### src/rtl/contador_inicializacion_param.sv
// Parameterised step counter with IDLE/RUN/DONE sequencing, dwell prescaler and pause.
// Build macro CONTADOR_INIT_DONE_PULSE_EN turns done into a one-cycle pulse; otherwise done is a level.
module contador_inicializacion_param #(
  parameter int WIDTH    = 3,
  parameter int TERMINAL = 7,
  parameter int DWELL    = 1,
  parameter int WRAP     = 0
) (
  input  logic             clk,
  input  logic             reset,
  input  logic             En,
  input  logic             pausa,
  output logic [WIDTH-1:0] salida,
  output logic             busy,
  output logic             paso,
  output logic             done,
  output logic [1:0]       estado
);

  localparam int PW = (DWELL > 1) ? $clog2(DWELL) : 1;
  localparam logic [PW-1:0]    PRE_LAST = PW'(DWELL - 1);
  localparam logic [WIDTH-1:0] TERM     = WIDTH'(TERMINAL);

  typedef enum logic [1:0] {
    IDLE = 2'd0,
    RUN  = 2'd1,
    DONE = 2'd2
  } state_t;

  state_t           state;
  state_t           state_nx;
  logic [WIDTH-1:0] salida_nx;
  logic [WIDTH-1:0] salida_inc;
  logic [PW-1:0]    pre;
  logic [PW-1:0]    pre_nx;
  logic             adv;
  logic             adv_nx;
  logic             paso_nx;
  logic             done_pulse_nx;

  assign salida_inc = salida + WIDTH'(1);

  // A completed dwell raises adv; the step itself is applied on the following
  // unpaused RUN edge, so pausa freezes both the prescaler and a pending step.
  always_comb begin
    state_nx      = state;
    salida_nx     = salida;
    pre_nx        = pre;
    adv_nx        = adv;
    paso_nx       = 1'b0;
    done_pulse_nx = 1'b0;
    if (!En) begin
      state_nx  = IDLE;
      salida_nx = '0;
      pre_nx    = '0;
      adv_nx    = 1'b0;
    end else begin
      case (state)
        IDLE: begin
          state_nx  = RUN;
          salida_nx = '0;
          pre_nx    = '0;
          adv_nx    = 1'b0;
        end
        RUN: begin
          if (!pausa) begin
            if (pre == PRE_LAST) begin
              pre_nx = '0;
              adv_nx = 1'b1;
            end else begin
              pre_nx = pre + PW'(1);
              adv_nx = 1'b0;
            end
            if (adv) begin
              paso_nx = 1'b1;
              if (WRAP != 0) begin
                salida_nx = (salida == TERM) ? '0 : salida_inc;
              end else begin
                salida_nx = salida_inc;
                if (salida_inc == TERM) begin
                  state_nx      = DONE;
                  pre_nx        = '0;
                  adv_nx        = 1'b0;
                  done_pulse_nx = 1'b1;
                end
              end
            end
          end
        end
        DONE: begin
          salida_nx = TERM;
          pre_nx    = '0;
          adv_nx    = 1'b0;
        end
        default: begin
          state_nx  = IDLE;
          salida_nx = '0;
          pre_nx    = '0;
          adv_nx    = 1'b0;
        end
      endcase
    end
  end

  always_ff @(posedge clk or negedge reset) begin
    if (!reset) begin
      state  <= IDLE;
      salida <= '0;
      pre    <= '0;
      adv    <= 1'b0;
      paso   <= 1'b0;
    end else begin
      state  <= state_nx;
      salida <= salida_nx;
      pre    <= pre_nx;
      adv    <= adv_nx;
      paso   <= paso_nx;
    end
  end

`ifdef CONTADOR_INIT_DONE_PULSE_EN
  logic done_q;

  always_ff @(posedge clk or negedge reset) begin
    if (!reset) begin
      done_q <= 1'b0;
    end else begin
      done_q <= done_pulse_nx;
    end
  end

  assign done = done_q;
`else
  assign done = (state == DONE);
`endif

  assign busy   = (state == RUN);
  assign estado = state;

  always_ff @(posedge clk) begin
    if (reset) begin
      assert (salida <= TERM);
      assert (!(busy && (state == DONE)));
    end
  end

endmodule

### config.mk
export PLATFORM = sky130hd
export DESIGN_NAME = contador_inicializacion_param
export DESIGN_NICKNAME = d
export VERILOG_FILES = /design/src/rtl/contador_inicializacion_param.sv
export SDC_FILE = /design/constraint.sdc
export NUM_CORES = 1
export LEC_CHECK = 0
export ABC_AREA = 0
export ABC_CLOCK_PERIOD_IN_PS = 1900
export CAP_MARGIN = 10
export CORE_AREA = 2 2 39 41
export DETAILED_ROUTE_END_ITERATION = 12
export DIE_AREA = 0 0 41 43
export GPL_TIMING_DRIVEN = 0
export PLACE_DENSITY = 0.61
export SLEW_MARGIN = 20
export SYNTH_ARGS = -nofsm -noshare
export SYNTH_HDL_FRONTEND = slang
export SYNTH_SLANG_ARGS = --single-unit
### constraint.sdc
create_clock -name clk -period 1.9 [get_ports clk]
set_clock_uncertainty 0.15 [all_clocks]
set_input_delay 0.19 -clock clk [delete_from_list [all_inputs] [get_ports clk]]
set_output_delay 0.19 -clock clk [all_outputs]
set_load 0.05 [all_outputs]
Word-level counts from Yosys, hierarchy flattened:

Cells that the tools add are included.
W data, S select, Z words.

* equal/unequal tests: 7
* mux-type cells: 25
* add/sub/neg operators: 2
* reduce and logical (&&, ||, !) cells: 3

Operator list (count)
* $mux W1: 16
* $mux W3: 3
* $mux W2: 4
* $ne A3 B2 Y1 const B: 2
* $pmux W2 S3: 1
* $pmux W3 S2: 1
* $reduce_and A4 Y1: 1
* $add A3 B1 Y3 const B: 1
* $eq A3 B3 Y1 const B: 1
* $ne A3 B3 Y1 const B: 1
* $eq A2 B1 Y1 const B: 1
* $eq A2 B2 Y1 const B: 1
* $logic_not A2 Y1: 1
* $ne A2 B2 Y1 const B: 1
* $reduce_and A2 Y1: 1
* $add A1 B1 Y1 const B: 1

* bits of input ports: 4
* logic and storage cells: 42
* output and inout bits: 8
* register bits after elaboration: 8

Logic depth before layout (Yosys ltp):

* depth in word-level cells: 7
* depth in mapped cells: 5
* depth with buffers taken out: 5

Worst setup path after synthesis:

OpenSTA, ideal clock, no wires.

* path type: register to register
* from: register state[0] (netlist: estado[0])
* to: register state[0] (netlist: estado[0])
* library setup time: 0.079 ns
* period minus slack after synthesis: 2.066 ns
* slack: -0.166 ns
* stages on the path, launching flop included: 6
* data required time: 1.671 ns
* data arrival time: 1.837 ns
* path buffers: 0
* path through: dfrtp_1 > inv_1 > ha_1 > nand2b_1 > o31ai_2 > mux2i_1

* cells in the longest elaborated chain, start to end: 3
* elaborated cells between the ends (all ways): 10
* those cells by class: eq/ne: 6; mux: 2; reduce/logical: 2

RTL lines
* start: declaration: line 30 `state_t state;`
* start signal: assignment: line 113 `state <= state_nx;`
* $eq A2 B2 Y1 (*)
* named net done: line 16 `output logic done,`
* $pmux W2 S3 or $ne A2 B2 Y1 (tied branches)
* $mux W2 or $reduce_and A4 Y1 (tied branches)

Mark *: on every way through the listed nets, which the timed path passes. The rest lies on a longest branch.
A chain may end at the register's enable or synchronous reset.

Final worst setup path:

* from: register state[1] (netlist: estado[1])
* to: output busy

* cells in the longest elaborated chain, start to end: 1

RTL lines
* $eq A2 B1 Y1: line 137 `assign busy = (state == RUN);`
* end: declaration: line 14 `output logic busy,`

No other way between the ends.

==> results.txt <==
----------------------------------------------------
[Status]
  Run status ... finished clean

[Final layout]
  Area added between synthesis and finish ... 34.9%
  N_diodes ... 0
  Commonest cells after routing, fill and taps aside ... 9 x clkdlybuf4s50_1, 6 x inv_1, 6 x dfrtp_1
  Final Non-Filler Cells ... 75
  Area of the multi-input gates ... 264 um2
  Storage element area ... 176 um2
  Leading cell type in the layout, fill and taps excluded ... clkdlybuf4s50_1
  Number of inserted filler cells in the final layout ... 134
  Share of cells above drive strength 1 ... 18.6%
  Number of nets in the layout ... 70

[Yosys]
  Sequential cell area fraction in the yosys report ... 38.1%
  Top-area cell type share of the netlist area ... 38.1%
  Number of instances in the synthesized netlist ... 44
  Flip-flop and latch count after synthesis ... 7
  Ranking of synthesized cells by area ... dfrtp_1 38%, ha_1 16%, inv_1 4.9%
  Cell type contributing the most total cell area after synthesis ... dfrtp_1
  Post-synth design cell area ... 459 um2
  Distinct cell type count after synthesis ... 21
  Syn Nets ... 54
  Count of warnings emitted by yosys ... 0
  Mean instance size in the synthesized netlist ... 10.4 um2

[Die]
  Area of the die ... 1760 um2
  Die Height ... 43 um
  Count of boundary I/O pins ... 12
  Die boundary width ... 41 um
  Core area ... 1380 um2
  Effective utilization at floorplan ... 33.2%
  Row Count ... 14

[Global routing]
  Number of antenna violations at the first check in global routing ... 0
  Global-route usage over all layers ... 11.5%
  Maximum number of pins on one net before global-route repair ... 8
  Sum of overflow across all layers after global routing ... 0
  Via count of the first global-routing pass ... 353
  First-pass GRT wire length ... 1.37 mm

[Timing]
  Final-report setup violation count ... 0
  Unrepaired setup endpoints after global routing ... false
  Final critical-path required period ... 1.83 ns
  Fraction of the cycle the final worst path needs ... 96.4%
  Top achievable clock speed ... 546 MHz
  Transition at the pin with the smallest max-transition slack ... 0.492 ns
  Fin worst setup slack ... 0.0690 ns
  Hold_ws ... 0.0415 ns
  Post-route setup TNS ... 0 ns
  Final Hold Fails ... 0
  Worst-case headroom to the max-slew limit ... 67.1%
  Pins over their slew limit ... 0

[Route]
  Average via count per standard cell ... 4.93
  Vias post-DR ... 370
  DRT iter0 DRCs ... 7
  Post-route ant nets ... 0
  Drc violations ... 0
  Average wire per standard cell ... 11.5 um
  Initial DRT Pass Iterations ... 2
  Detailed-route wire length ... 866 um

[Clock network]
  Clock tree from TritonCTS ... built
  Buffers from clock root to sink, at most ... 2
  Clock sinks ... 7
  Depth of the CTS H-tree ... 1
  Worst-path clk slew ... 0.06 ns
  Clock latency on the worst-skew pair ... 0.25 ns
  CTS Buf Count ... 3
  Post-CTS setup buffer count ... 0
  Root Driver ... clkbuf_4

[Worst setup path]
  CP endpoint kind ... output pin
  CP required ... 1.56 ns
  Critical path peak fanout ... 4
  Critical path buffer and inverter count ... 2
  Cell chain of the critical path ... inv_1 -> ha_1 -> clkdlybuf4s15_1
  CP arrival ... 1.49 ns
  Worst setup path class ... flip-flop to output pin
  Largest stage delay on the critical path ... 0.51 ns
  Cell at the slowest stage of the critical path ... clkdlybuf4s15_1
  Critical path launch point type ... flip-flop
  Family with the most delay on the worst path ... buffers and inverters

[Worst hold path]
  Worst hold path class ... primary input to asynchronous set/reset pin

[Placed design]
  Routability-driven placement congestion ratio ... 0.748
  Number of buffers inserted by port buffering ... 11
  Setup WS pre-CTS ... 0.0365 ns
  Placed Cells incl. Taps ... 71
  HPWL reported at the end of detailed placement ... 727 um

[Pwr]
  Worst voltage drop across the vdd grid ... 0.245 mV
  Total power divided by cell area ... 763 nW/um2
  Static Leakage ... 0.278 nW
  Design Power ... 0.000472 W

[Flow run]
  Count of max-cap constraint violations ... 0

----------------------------------------------------
## power breakdown
group | switching (W) | leakage, nW | internal, W | total (W)
registers | 0.0000132 | 0.0948 | 0.000160 | 0.000173
logic | 0.000104 | 0.168 | 0.0000609 | 0.000165
clock network | 0.0000538 | 0.0150 | 0.0000801 | 0.000134
total | 0.000171 | 0.278 | 0.000301 | 0.000472
## path summary, 6_finish.rpt
path / cells after the start / to / slack, ns / from
setup / recovery: 3 / busy / 0.07 / estado[1]
hold / removal: 1 / estado[1] / 0.04 / reset
setup reg to reg: 5 / salida[2] / 0.27 / estado[1]
hold reg to reg: 1 / salida[1] / 0.42 / salida[1]
max in group asynchronous: 1 / estado[0] / 1.31 / reset
min in group clk: 2 / adv / 0.40 / pausa
## registers in the layout, summed over array words and instances, names as in the netlist
signal,cells
paso,1
estado,2
adv,1
salida,3
## cell families (layout without fill, tap and decap cells)
kind of cell	count (synthesis)	after routing	synth area share [%]
adder cells (fa/ha/maj)	6	6	16.3
multiplexers	1	1	2.18
AND/OR/NAND/NOR	13	13	18.8
buffers and inverters	6	21	4.90
AO/OA/AOI/OAI	10	10	17.7
flip-flops	7	7	38.1
XOR/XNOR	1	1	1.91
## repair_timing
item | in CTS | in global routing
pin swaps | 0 | 0
endpoints found under the setup margin | 2 | 2
hold buffers | 0 | 0
gates resized for setup | 2 | 2
## Yosys cell counts (all sizes together)
cell type and count:
nand3b 1, nand2 4, nand2b 2, and3 1, xnor2 1, mux2i 1, a221o 1, nor2b 1
or2 1, ha 6, inv 6, dfrtp 7, a221oi 2, a22o 2, o31ai 2, nor2 2
a21oi 1, and3b 1, o21ai 2
## per-stage QoR
step / utilization (%) / instance area [um2]
floorplan: - / 463
detailed placement: 42.9 / 593
global placement: 42.9 / 593
CTS: 44.6 / 617
finish: 44.8 / 619
global route: 44.8 / 619
## per-layer routing
metal	global-route usage [%]	up-vias	wire length, um
met5	0	-	0
met3	3.14	4	14
met4	9.33	0	26
li1	-	182	-
met2	17.2	8	449
met1	12.6	176	376
## cell type report
| class | count | area share [%] |
|---|---|---|
| Multi-Input combinational cell | 31 | 42.6 |
| Clock buffer | 4 | 4.24 |
| Inverter | 6 | 3.64 |
| Sequential cell | 7 | 28.5 |
| Timing Repair Buffer | 11 | 17.8 |
| Tap cell | 16 | 3.23 |
Note: power is estimated with default switching activity, not from simulation.
==> variant: new RTL, same settings <==
Change the parameter `WIDTH` from 3 to 4.
--- a/src/rtl/contador_inicializacion_param.sv
+++ b/src/rtl/contador_inicializacion_param.sv
@@ -3,3 +3,3 @@
 module contador_inicializacion_param #(
-  parameter int WIDTH    = 3,
+  parameter int WIDTH    = 4,
   parameter int TERMINAL = 7,
Interface: changed (resized salida); port bits go from 12 to 13. The function was not compared with the original's and may differ.
==> variant against the original RTL <==
Synthesized area grew 17%; count of clock-buffer cells in the layout is 1 lower; non-clock buffer count increased by 6; wire length grew 38%; critical path depth up 3; setup slack got worse by 43 ps; final cell count up 25%; die area is the same; sequential cell count increased by 1; register-to-register slack got worse by 240 ps; final area rose by 27%; critical path type is now reg2reg; highest routed layer unchanged.
Power is not compared: it rests on default switching activity, and its combinational part moved more than twofold at a synthesized area within 25%.
==> variant: results <==
metrics = {
    "outcome": {
        "status": "complete, no violations",
    },
    "global_routing": {
        "grt_use_met1_pct": 24.8,
        "met3_usage_pct": 4.71,
        "grt.total_usage_pct": 15.8,
        "use_met2_pct": 20.6,
        "antenna_found_initial": 0,
        "grt_max_degree": 9,
        "grt_pass1_vias": 417,
        "busiest_layer": "met1",
        "grt_pass1_wl_um": 1860,
    },
    "cells_and_area": {
        "stdcell_count": 94,
        "fin_nets": 90,
        "antennaDiodeCount": 0,
        "largest_register_ffs": 4,
        "drive_gt1_share_pct": 30.8,
        "regMostFlops": "salida",
    },
    "power": {
        "peakVddDrop_v": 0.000756,
        "p_leak_nw": 0.396,
    },
    "placement": {
        "gp_congestion": 0.775,
        "place_hpwl_um": 849,
        "port_buffers": 12,
        "dp.cells": 86,
        "pre_cts_ws_ps": -138,
        "placed_area_um2": 704,
    },
    "drt": {
        "dr.pass1.iters": 4,
        "num_vias": 467,
        "first_iter_violations": 8,
        "finalWirelength_um": 1190,
    },
    "yosys": {
        "ys_async_sr_fraction_pct": 100,
        "yosysWarningCount": 0,
        "ys_seq_area_share_pct": 37.4,
        "ys_top_cells_by_count": "10 x nand2_1, 8 x dfrtp_1, 6 x ha_1, 5 x inv_1, 4 x a21oi_1",
        "synth.distinct_cells": 22,
        "synth.area.top_cells": "dfrtp_1 37%, ha_1 14%, nand2_1 7.0%",
        "netlist_instances": 58,
        "syn_nets": 68,
        "ys.flop_type": "dfrtp_1",
    },
    "cts": {
        "clockBufferDepth": 2,
        "cts_root_buf": "clkbuf_4",
        "htree_levels": 1,
        "clk_latency_ps": 260,
        "clkSlewWorstSetupHoldPaths_ps": 60,
        "cts_buffers": 3,
    },
    "worst_hold_path": {
        "holdCritPathClass": "in2async",
    },
    "worst_setup_path": {
        "cp_top_family": "simple AND/OR/NAND/NOR gates",
        "slowest_stage": "or4_4",
        "crit_fanout": 7,
        "slowest_delay_ps": 480,
        "worst_ep_arrival_time_ps": 1900,
    },
    "job": {
        "maxCapViolCount": 0,
    },
    "timing": {
        "worstMarginPinSlew_ps": 508,
    },
}
variant: cell types whose count changed in the layout (fill, tap and decap cells not counted), sizes merged, moves of 2 or more:
cell | unedited run | this run
a221oi | 2 | 0
o21ai | 2 | 6
and2b | 0 | 2
o31ai | 2 | 0
a21oi | 1 | 4
dlymetal6s2s | 0 | 3
clkdlybuf4s50 | 9 | 6
a22o | 2 | 0
buf | 0 | 6
nand3 | 0 | 2
nand2 | 4 | 10
variant: final cells by class:
cell class	instances	area (um2)
clock buffers	3	22.5
fillers	135	596
inverters	5	18.8
multi-input cells	45	364
flip-flops and latches	8	203
well taps	16	20.0
repair buffers	17	160
variant: cell families after synthesis:
family | Yosys count | synth area share (%)
muxes | 2 | 3.74
and+or+nand+nor | 22 | 23.4
xor gates and xnor gates | 1 | 1.64
adders and majority gates | 6 | 14.0
buffers and inverters | 5 | 3.51
AOI/OAI and AO/OA | 14 | 16.4
DFF | 8 | 37.4
variant: path summary, 6_finish.rpt:
| check | from | to | slack [ps] | depth (start not counted) |
|---|---|---|---|---|
| max | salida[0]$_DFFE_PN0P_ | estado[1]$_DFFE_PN0P_ | 30 | 6 |
| min | reset | salida[3]$_DFFE_PN0P_ | 70 | 1 |
| max reg2reg | salida[0]$_DFFE_PN0P_ | estado[1]$_DFFE_PN0P_ | 30 | 6 |
| min reg2reg | adv$_DFFE_PN0P_ | paso$_DFF_PN0_ | 450 | 2 |
| max in group asynchronous | reset | salida[1]$_DFFE_PN0P_ | 1230 | 1 |
| min in group clk | adv$_DFFE_PN0P_ | paso$_DFF_PN0_ | 450 | 2 |
variant: metal layers:
layer  vias up  share of wire, %
li1        243                 -
met1       209                48
met2        12                46
met3         3               4.5
met4         0               1.0
met5         -                 0
variant: stage by stage:
stage / hold WS, ps / power, mW
2_1_floorplan: -256 / 0.561
3_3_place_gp: 340 / 0.691
3_5_place_dp: 347 / 0.695
4_1_cts: 74.6 / 0.836
5_1_grt: 104 / 0.899
6_report: 69.4 / 0.838
variant: repair_timing:
action,4_1_cts,5_1_grt
setup endpoints to repair,4,5
gates resized for setup,7,9
pin swaps,2,2
setup buffers,2,3
variant: power breakdown:
part / total [mW] / internal, mW / switching (mW)
Clock: 0.139 / 0.0729 / 0.0662
Combinational: 0.457 / 0.168 / 0.289
Sequential: 0.242 / 0.198 / 0.0436
Total: 0.838 / 0.440 / 0.399
